$ cat src/rtl/cpu_pkg.sv
// Shared CPU definitions: instruction class codes, per-class hold lengths,
// and the fetch-stage state encoding.
package cpu_pkg;

  localparam logic [1:0] CLS_HALT  = 2'b00;
  localparam logic [1:0] CLS_STD   = 2'b01;
  localparam logic [1:0] CLS_LOAD  = 2'b10;
  localparam logic [1:0] CLS_STORE = 2'b11;

  localparam logic [2:0] LEN_STD = 3'd3;
  localparam logic [2:0] LEN_MEM = 3'd4;

  typedef enum logic [1:0] {
    FS_IDLE = 2'd0,
    FS_RUN  = 2'd1,
    FS_HALT = 2'd2
  } fetch_state_t;

  // Number of edges the control unit spends on one instruction of class cls.
  function automatic logic [2:0] hold_len(input logic [1:0] cls);
    case (cls)
      CLS_LOAD, CLS_STORE: hold_len = LEN_MEM;
      default:             hold_len = LEN_STD;
    endcase
  endfunction

endpackage

$ cat src/rtl/instr_rom.sv
// Writable program memory: synchronous write port, asynchronous read port.
// Contents are deliberately not reset.
module instr_rom #(
  parameter int INSTR_WIDTH = 20,
  parameter int ADDR_BITS   = 5
) (
  input  logic                   clk,
  input  logic                   we,
  input  logic [ADDR_BITS-1:0]   waddr,
  input  logic [INSTR_WIDTH-1:0] wdata,
  input  logic [ADDR_BITS-1:0]   raddr,
  output logic [INSTR_WIDTH-1:0] rdata
);

  logic [INSTR_WIDTH-1:0] mem [2**ADDR_BITS];

  always_ff @(posedge clk) begin
    if (we) mem[waddr] <= wdata;
  end

  assign rdata = mem[raddr];

endmodule

$ cat src/rtl/instr_fetch.sv
// Instruction fetch stage: presents each program word on instr for exactly as
// many edges as the control unit needs for its class, then advances the PC.
module instr_fetch
  import cpu_pkg::*;
#(
  parameter int INSTR_WIDTH = 20,
  parameter int ADDR_BITS   = 5
) (
  input  logic                   clk,
  input  logic                   rst,
  input  logic                   start,
  input  logic                   load_we,
  input  logic [ADDR_BITS-1:0]   load_addr,
  input  logic [INSTR_WIDTH-1:0] load_data,
  output logic [INSTR_WIDTH-1:0] instr,
  output logic [ADDR_BITS-1:0]   pc,
  output logic                   fetch_strobe,
  output logic                   halted
);

  fetch_state_t           state, state_n;
  logic [INSTR_WIDTH-1:0] instr_n;
  logic [ADDR_BITS-1:0]   pc_n;
  logic [2:0]             cnt, cnt_n;
  logic                   strobe_n;
  logic                   rom_we;
  logic [INSTR_WIDTH-1:0] word;
  logic [1:0]             word_cls;

  instr_rom #(
    .INSTR_WIDTH(INSTR_WIDTH),
    .ADDR_BITS  (ADDR_BITS)
  ) u_rom (
    .clk  (clk),
    .we   (rom_we),
    .waddr(load_addr),
    .wdata(load_data),
    .raddr(pc),
    .rdata(word)
  );

  assign word_cls = word[INSTR_WIDTH-1 -: 2];
  assign halted   = (state == FS_HALT);

  // Async reset clears instr at once so the control unit sees class 00 immediately.
  always_ff @(posedge clk or posedge rst) begin
    if (rst) begin
      state        <= FS_IDLE;
      instr        <= '0;
      pc           <= '0;
      cnt          <= '0;
      fetch_strobe <= 1'b0;
    end else begin
      state        <= state_n;
      instr        <= instr_n;
      pc           <= pc_n;
      cnt          <= cnt_n;
      fetch_strobe <= strobe_n;
    end
  end

  always_comb begin
    state_n  = state;
    instr_n  = instr;
    pc_n     = pc;
    cnt_n    = cnt;
    strobe_n = 1'b0;
    rom_we   = 1'b0;
    case (state)
      FS_IDLE: begin
        instr_n = '0;
        pc_n    = '0;
        if (load_we) begin
          rom_we = 1'b1;
        end else if (start) begin
          if (word_cls == CLS_HALT) begin
            state_n = FS_HALT;
          end else begin
            // Extra edge covers the control unit's RESET->DECODE step.
            instr_n  = word;
            pc_n     = pc + 1'b1;
            cnt_n    = hold_len(word_cls) + 3'd1;
            strobe_n = 1'b1;
            state_n  = FS_RUN;
          end
        end
      end
      FS_RUN: begin
        if (cnt > 3'd1) begin
          cnt_n = cnt - 3'd1;
        end else if (word_cls == CLS_HALT) begin
          instr_n = '0;
          cnt_n   = '0;
          state_n = FS_HALT;
        end else begin
          instr_n  = word;
          pc_n     = pc + 1'b1;
          cnt_n    = hold_len(word_cls);
          strobe_n = 1'b1;
        end
      end
      FS_HALT: begin
        instr_n = '0;
        if (load_we) begin
          rom_we = 1'b1;
        end else if (start) begin
          pc_n    = '0;
          state_n = FS_IDLE;
        end
      end
      default: begin
        instr_n = '0;
        pc_n    = '0;
        cnt_n   = '0;
        state_n = FS_IDLE;
      end
    endcase
  end

endmodule
$ cat config.mk
export PLATFORM = sky130hd
export DESIGN_NAME = instr_fetch
export DESIGN_NICKNAME = d
export VERILOG_FILES = /design/src/rtl/cpu_pkg.sv /design/src/rtl/instr_rom.sv /design/src/rtl/instr_fetch.sv
export SDC_FILE = /design/constraint.sdc
export NUM_CORES = 1
export LEC_CHECK = 0
export CORE_MARGIN = 3
export CORE_UTILIZATION = 35
export CTS_BUF_LIST = sky130_fd_sc_hd__clkbuf_4 sky130_fd_sc_hd__clkbuf_8
export DETAILED_ROUTE_END_ITERATION = 8
export GPL_TIMING_DRIVEN = 0
export PLACE_DENSITY = 0.58
export SYNTH_ARGS = -nofsm -noshare
export SYNTH_HDL_FRONTEND = slang
export SYNTH_HIERARCHICAL = 1
export SYNTH_SLANG_ARGS = --single-unit
export TNS_END_PERCENT = 20
$ cat constraint.sdc
create_clock -name clk -period 2.7 [get_ports clk]
set_input_delay 0.54 -clock clk [delete_from_list [all_inputs] [get_ports clk]]
set_output_delay 0.54 -clock clk [all_outputs]
set_load 0.03 [all_outputs]
[Word level (Yosys, flattened, before mapping)]
Memories as Yosys holds them, arrays and structs flattened.
Cells that the tools add are included.
Word-level totals
  bits in registers: 31
  bits in writable memories: 640
  bits of input ports: 29
  word-level logic and storage cells: 71
  memories kept: 1
Operators by class
  add/subtract/negate cells: 3
  $lt $le $gt $ge: 1
  eq/ne operators: 12
  muxes and demuxes: 41
  bitwise logic cells: 1
  reduce and logical (&&, ||, !) cells: 7
Memory list
  u_rom.mem: depth 32, bits a word 20, read ports 1, clocked after Yosys merged registers in 0, write ports 1, line instr_rom.sv:15  | logic [INSTR_WIDTH-1:0] mem [2**ADDR_BITS];
Operators by type and width (number)
  20-bit 2-to-1 mux: 4
  20-bit case mux with 2 select lines: 1
  5-bit 2-to-1 mux: 7
  3-bit 2-to-1 mux: 10
  2-bit != test (second input constant): 8
  5-bit case mux with 3 select lines: 1
  2-bit 2-to-1 mux: 7
  3-bit case mux with 3 select lines: 1
  1-bit 2-to-1 mux: 8
  4-bit AND reduction: 2
  2-bit equality test (second input constant): 3
  2-bit case mux with 3 select lines: 1
  6-bit AND reduction: 1
  5-bit by 1-bit adder with 5-bit output (second input constant): 1
  2-bit logical NOT: 2
  2-bit OR reduction: 2
  3-bit by 1-bit adder with 3-bit output (second input constant): 1
  3-bit by 1-bit greater-than comparator with 1-bit output (second input constant): 1
  3-bit by 1-bit subtractor with 3-bit output (second input constant): 1
  2-bit by 1-bit equality test with 1-bit output (second input constant): 1
  1-bit case mux with 2 select lines: 1
  1-bit inverter: 1

[Depth between registers and ports, before layout]
An unclocked memory read counts as a cell.
  depth after elaboration: 13
  mapped depth: 13
  depth with buffers taken out: 9

[Hierarchy]
Netlist, hierarchy kept.
Modules (own cells, without submodules)
  instr_rom: times used 1, cells an instance 1394, area each 25152.9 um^2
  instr_fetch: times used 1, cells an instance 114, area each 1368.8 um^2

[Worst setup path after synthesis]
OpenSTA, ideal clock, no wires.
  path type: register -> register
  start: reg pc[0]
  end: reg instr[10]
  library setup time: 0.121 ns
  arrival time: 2.588 ns
  required time: 2.579 ns
  path slack: -0.009 ns
  cell stages (with the launch flop): 14
  cells stage by stage: dfrtp_1 > buf_4 > buf_12 > buf_8 > buf_6 > mux2i_1 > nand2_1 > a31oi_1 > nand3_1 > o21bai_1 > o21bai_1 > nor2_1 > buf_2 > a22o_1
Between the ends
  word-level cells in the longest chain between the ends: 6
  elaborated cells between the ends (all ways): 7
Ends and longest elaborated chain
  start: declaration: line instr_fetch.sv:16  | output logic [ADDR_BITS-1:0] pc,
  start signal: assignment: line instr_fetch.sv:56  | pc <= pc_n;
  memory 32 x 20 bit (*)
  named net word[19]: line instr_fetch.sv:27  | logic [INSTR_WIDTH-1:0] word;
  2-bit logical NOT (*): line instr_fetch.sv:76, instr_fetch.sv:91
  20-bit 2-to-1 mux (*): line instr_fetch.sv:76, instr_fetch.sv:91
  20-bit 2-to-1 mux: line instr_fetch.sv:75  | end else if (start) begin
  20-bit 2-to-1 mux: line instr_fetch.sv:73  | if (load_we) begin
  20-bit case mux with 2 select lines (*): line instr_fetch.sv:69  | case (state)
  end signal: assignment: line instr_fetch.sv:55  | instr <= instr_n;
  end: declaration: line instr_fetch.sv:15  | output logic [INSTR_WIDTH-1:0] instr,
Mark *: on every way through the listed nets, which the timed path passes. The rest lies on a longest branch. The select of a mux whose other input is x is not followed.
A chain may end at the register's enable or synchronous reset.

[Worst setup path in the final report]
  start: reg pc[2]
  end: reg instr[8]
Between the ends
  elaborated cells between the ends (all ways): 7
RTL lines (line)
  memory 32 x 20 bit (*)
  named net word[8]: instr_fetch.sv:27
  20-bit 2-to-1 mux (*): instr_fetch.sv:76, instr_fetch.sv:91
  20-bit 2-to-1 mux: instr_fetch.sv:75
  20-bit 2-to-1 mux: instr_fetch.sv:73
  20-bit case mux with 2 select lines (*): instr_fetch.sv:69
Marks and branches as above.

==> run metrics <==
CTS clk-pin slew, worst paths=approximately 60 ps; pre-CTS WS=-1140 ps; deepest clock path buffer count=3; area of the multi-input gates=between 6000 and 7000 um2; final core utilization=a little over two fifths; Final setup viols=26; Yosys cell types=40; Max Clk Rate=around 360 MHz; mean post-synth cell area=approximately 18 um2; H-tree Lvls=3; fin. max-slew vios=0; max-cap violation count=0; critical path arrival=between 3000 and 4000 ps; starting DRC count in detailed routing=between 1,000 and 1,500; hpwl dp=~42,000 um; Synthesis Warnings=6; Yosys reg bits=between 600 and 700; routed vias=14,500; vias per cell=~5.2; Peak VDD IR=approximately 0.00041 V; Power Density=between 800 and 900 nW/um2; Post-Layout Cell Count=~2,800; final wirelength=65,900 um; input/output buffers=55; dpl cells=2,564; final setup margin=-93.5 ps; Sw Ratio=between 20% and 30%; cell-internal power=0.0190 W; WP data required=~3300 ps; Sw Pwr=around 0.0079 W; fin nets=between 1,500 and 2,000; Worst Clk Skew=around 30 ps; Mapped Nets=~1,500; status=finished, violations left; combinational power share=25.3%; Syn Std Cell Area=26,500 um2; clk sink count=around 670; largest net degree at the start of global routing=33; DR DRC count=0; RSZ-0062 raised after global routing=true; Core Footprint=~75,000 um2; leak pwr=between 10 and 15 nW; ant diodes=0; total power=~0.027 W; final hold violation count=0; register area=around 20,000 um2; R2R Setup Slk=-90 ps; root buf cell=clkbuf_8; fraction of layout cells with a size suffix above 1=between 20% and 30%; CP Launch Type=flop; failing checks=negative setup slack; die area=roughly 79,000 um2; Initial Util=between 30% and 40%; Min-Delay Path Class=in -> reg; wire length per cell=roughly 24 um; Die W=roughly 280 um; EDFF count, synth=640; crit share post-route=103%; Async SR Flop Fraction=4.62%; vias in the first global route=14,700; Synth Flop Type=edfxtp_1; hold buffers post-CTS=0; Routed Antenna Nets=0; worst-margin pin slew=1370 ps; fin crit period=around 2800 ps; Total GRT Usage=between 15 and 20%; CTS tree=built; initial antenna violation count=4; critical path peak fanout=10; crit path kind=reg -> reg; Final Wtd Congestion=~0.86; crit path capture type=flop; Overflow after GRT=0; sequential fraction of the synthesis area=approximately 75%; total I/O pin count=56; Slew headroom=under 10%; first-pass GRT wire length=95,600 um; share of power burned in registers=between 40% and 50%; total CTS buffers=106; Synth Instances=around 1,500; Fill cells=6,490; area delta synth->final=19.8%; DR pass1 iterations=4; clock share of power=30.9%; Die Ht=281 um; Worst-Skew Late Latency=710 ps; # rows=100
## state kept, by name, summed over array words and instances (netlist names)
| name | cells |
|---|---|
| pc | 5 |
| cnt | 3 |
| fetch_strobe | 1 |
| instr | 20 |
| state | 2 |
| u_rom/mem | 640 |
## critical path: stages, from the launching register on
cell     delay [ps]
dfrtp_2         440
nor2b_1         180
buf_4           280
buf_2           340
a22o_1          190
nor3_1           70
a31oi_1         470
nand3_1         400
a22o_1          310
## power groups by stage
stage / combinational, W / clock (W) / sequential (W)
floorplan: 0.00394 / 0 / 0.0122
global placement: 0.00603 / 0 / 0.0120
detailed placement: 0.00614 / 0 / 0.0120
CTS: 0.00672 / 0.00854 / 0.0118
global route: 0.00714 / 0.00899 / 0.0118
finish: 0.00681 / 0.00831 / 0.0118
## metal layers
metal | GRT usage, % | part of all wire [%] | up-vias
met3 | 3.62 | 6.6 | 116
met2 | 26.6 | 47 | 450
met1 | 22.7 | 44 | 7429
li1 | - | - | 6494
met4 | 4.70 | 2.4 | 8
met5 | 0 | 0.064 | -
## worst paths after layout
check                               from                 to  depth (start not counted)
min in group asynchronous            rst           instr[9]                          2
min reg2reg                     instr[1]           instr[1]                          1
min                        load_data[15]  u_rom/mem[28][15]                          1
max reg2reg                        pc[2]           instr[8]                          8
max in group asynchronous            rst              pc[3]                          2
max                                pc[2]           instr[8]                          8
## placed cells by master (no fill, tap or decap), drive strengths merged, types with 5 or more instances in the layout
| master | instances |
|---|---|
| edfxtp | 640 |
| buf | 137 |
| o21ai | 5 |
| inv | 7 |
| clkinv | 34 |
| nand3 | 46 |
| nand3b | 5 |
| nand4 | 20 |
| nand2 | 41 |
| a22oi | 80 |
| clkdlybuf4s50 | 50 |
| a31oi | 21 |
| a21oi | 41 |
| nor2b | 6 |
| dfrtp | 31 |
| nor3 | 21 |
| nor2 | 41 |
| clkbuf | 173 |
| mux2i | 321 |
| a22o | 63 |
## logic make-up (layout without fill, tap and decap cells)
group	Yosys count	in the layout	share of synthesized area, %
buf+inv	94	404	2.59
compound gates	222	222	6.10
flops	671	671	75.4
simple gates	196	196	3.61
fa+ha+maj	3	3	0.142
mux	322	322	12.2
## area by class of cell
| type | instances | share of cell area, % |
|---|---|---|
| buffer | 88 | 2.54 |
| clock buffer | 150 | 5.83 |
| clock inverter | 39 | 0.661 |
| inverter | 5 | 0.0591 |
| multi-input combinational | 743 | 19.4 |
| sequential | 671 | 62.9 |
| tap | 969 | 3.81 |
| timing repair buffer | 122 | 4.72 |
## per-stage QoR
| stage | hold slack [ps] | cell area, um2 | TNS (ps) |
|---|---|---|---|
| 2_1_floorplan | 549 | 26500 | 0 |
| 3_3_place_gp | 489 | 28300 | -1123980 |
| 3_5_place_dp | 498 | 29000 | -586050 |
| 4_1_cts | 456 | 31700 | -12790 |
| 5_1_grt | 424 | 31800 | -3590 |
| 6_report | 430 | 31800 | -1270 |
## cells in the mapped netlist (5+ instances only)
library cell,n,area share (%)
buf_2,28,0.53
a22oi_1,80,2.3
inv_1,5,0.071
buf_4,15,0.42
nand3_1,46,0.87
nand2_1,41,0.58
edfxtp_1,640,72
buf_12,6,0.45
a31oi_1,21,0.50
nand4_1,20,0.47
buf_6,7,0.30
nand3b_1,5,0.14
nor3_1,21,0.40
mux2i_1,321,12
dfrtp_1,31,2.9
a21oi_1,41,0.77
a22o_1,63,2.1
nor2_1,40,0.57
buf_8,8,0.45
nor2b_1,6,0.14
clkbuf_1,24,0.34
o21ai_0,5,0.094
## what timing repair did
item	in CTS	in global routing
pin swaps	15	7
resized for setup	98	13
endpoints found under the setup margin	661	283
hold endpoints to repair	0	0
setup buffers	30	3
cloned	2	0
Note: power is estimated with default switching activity, not from simulation.
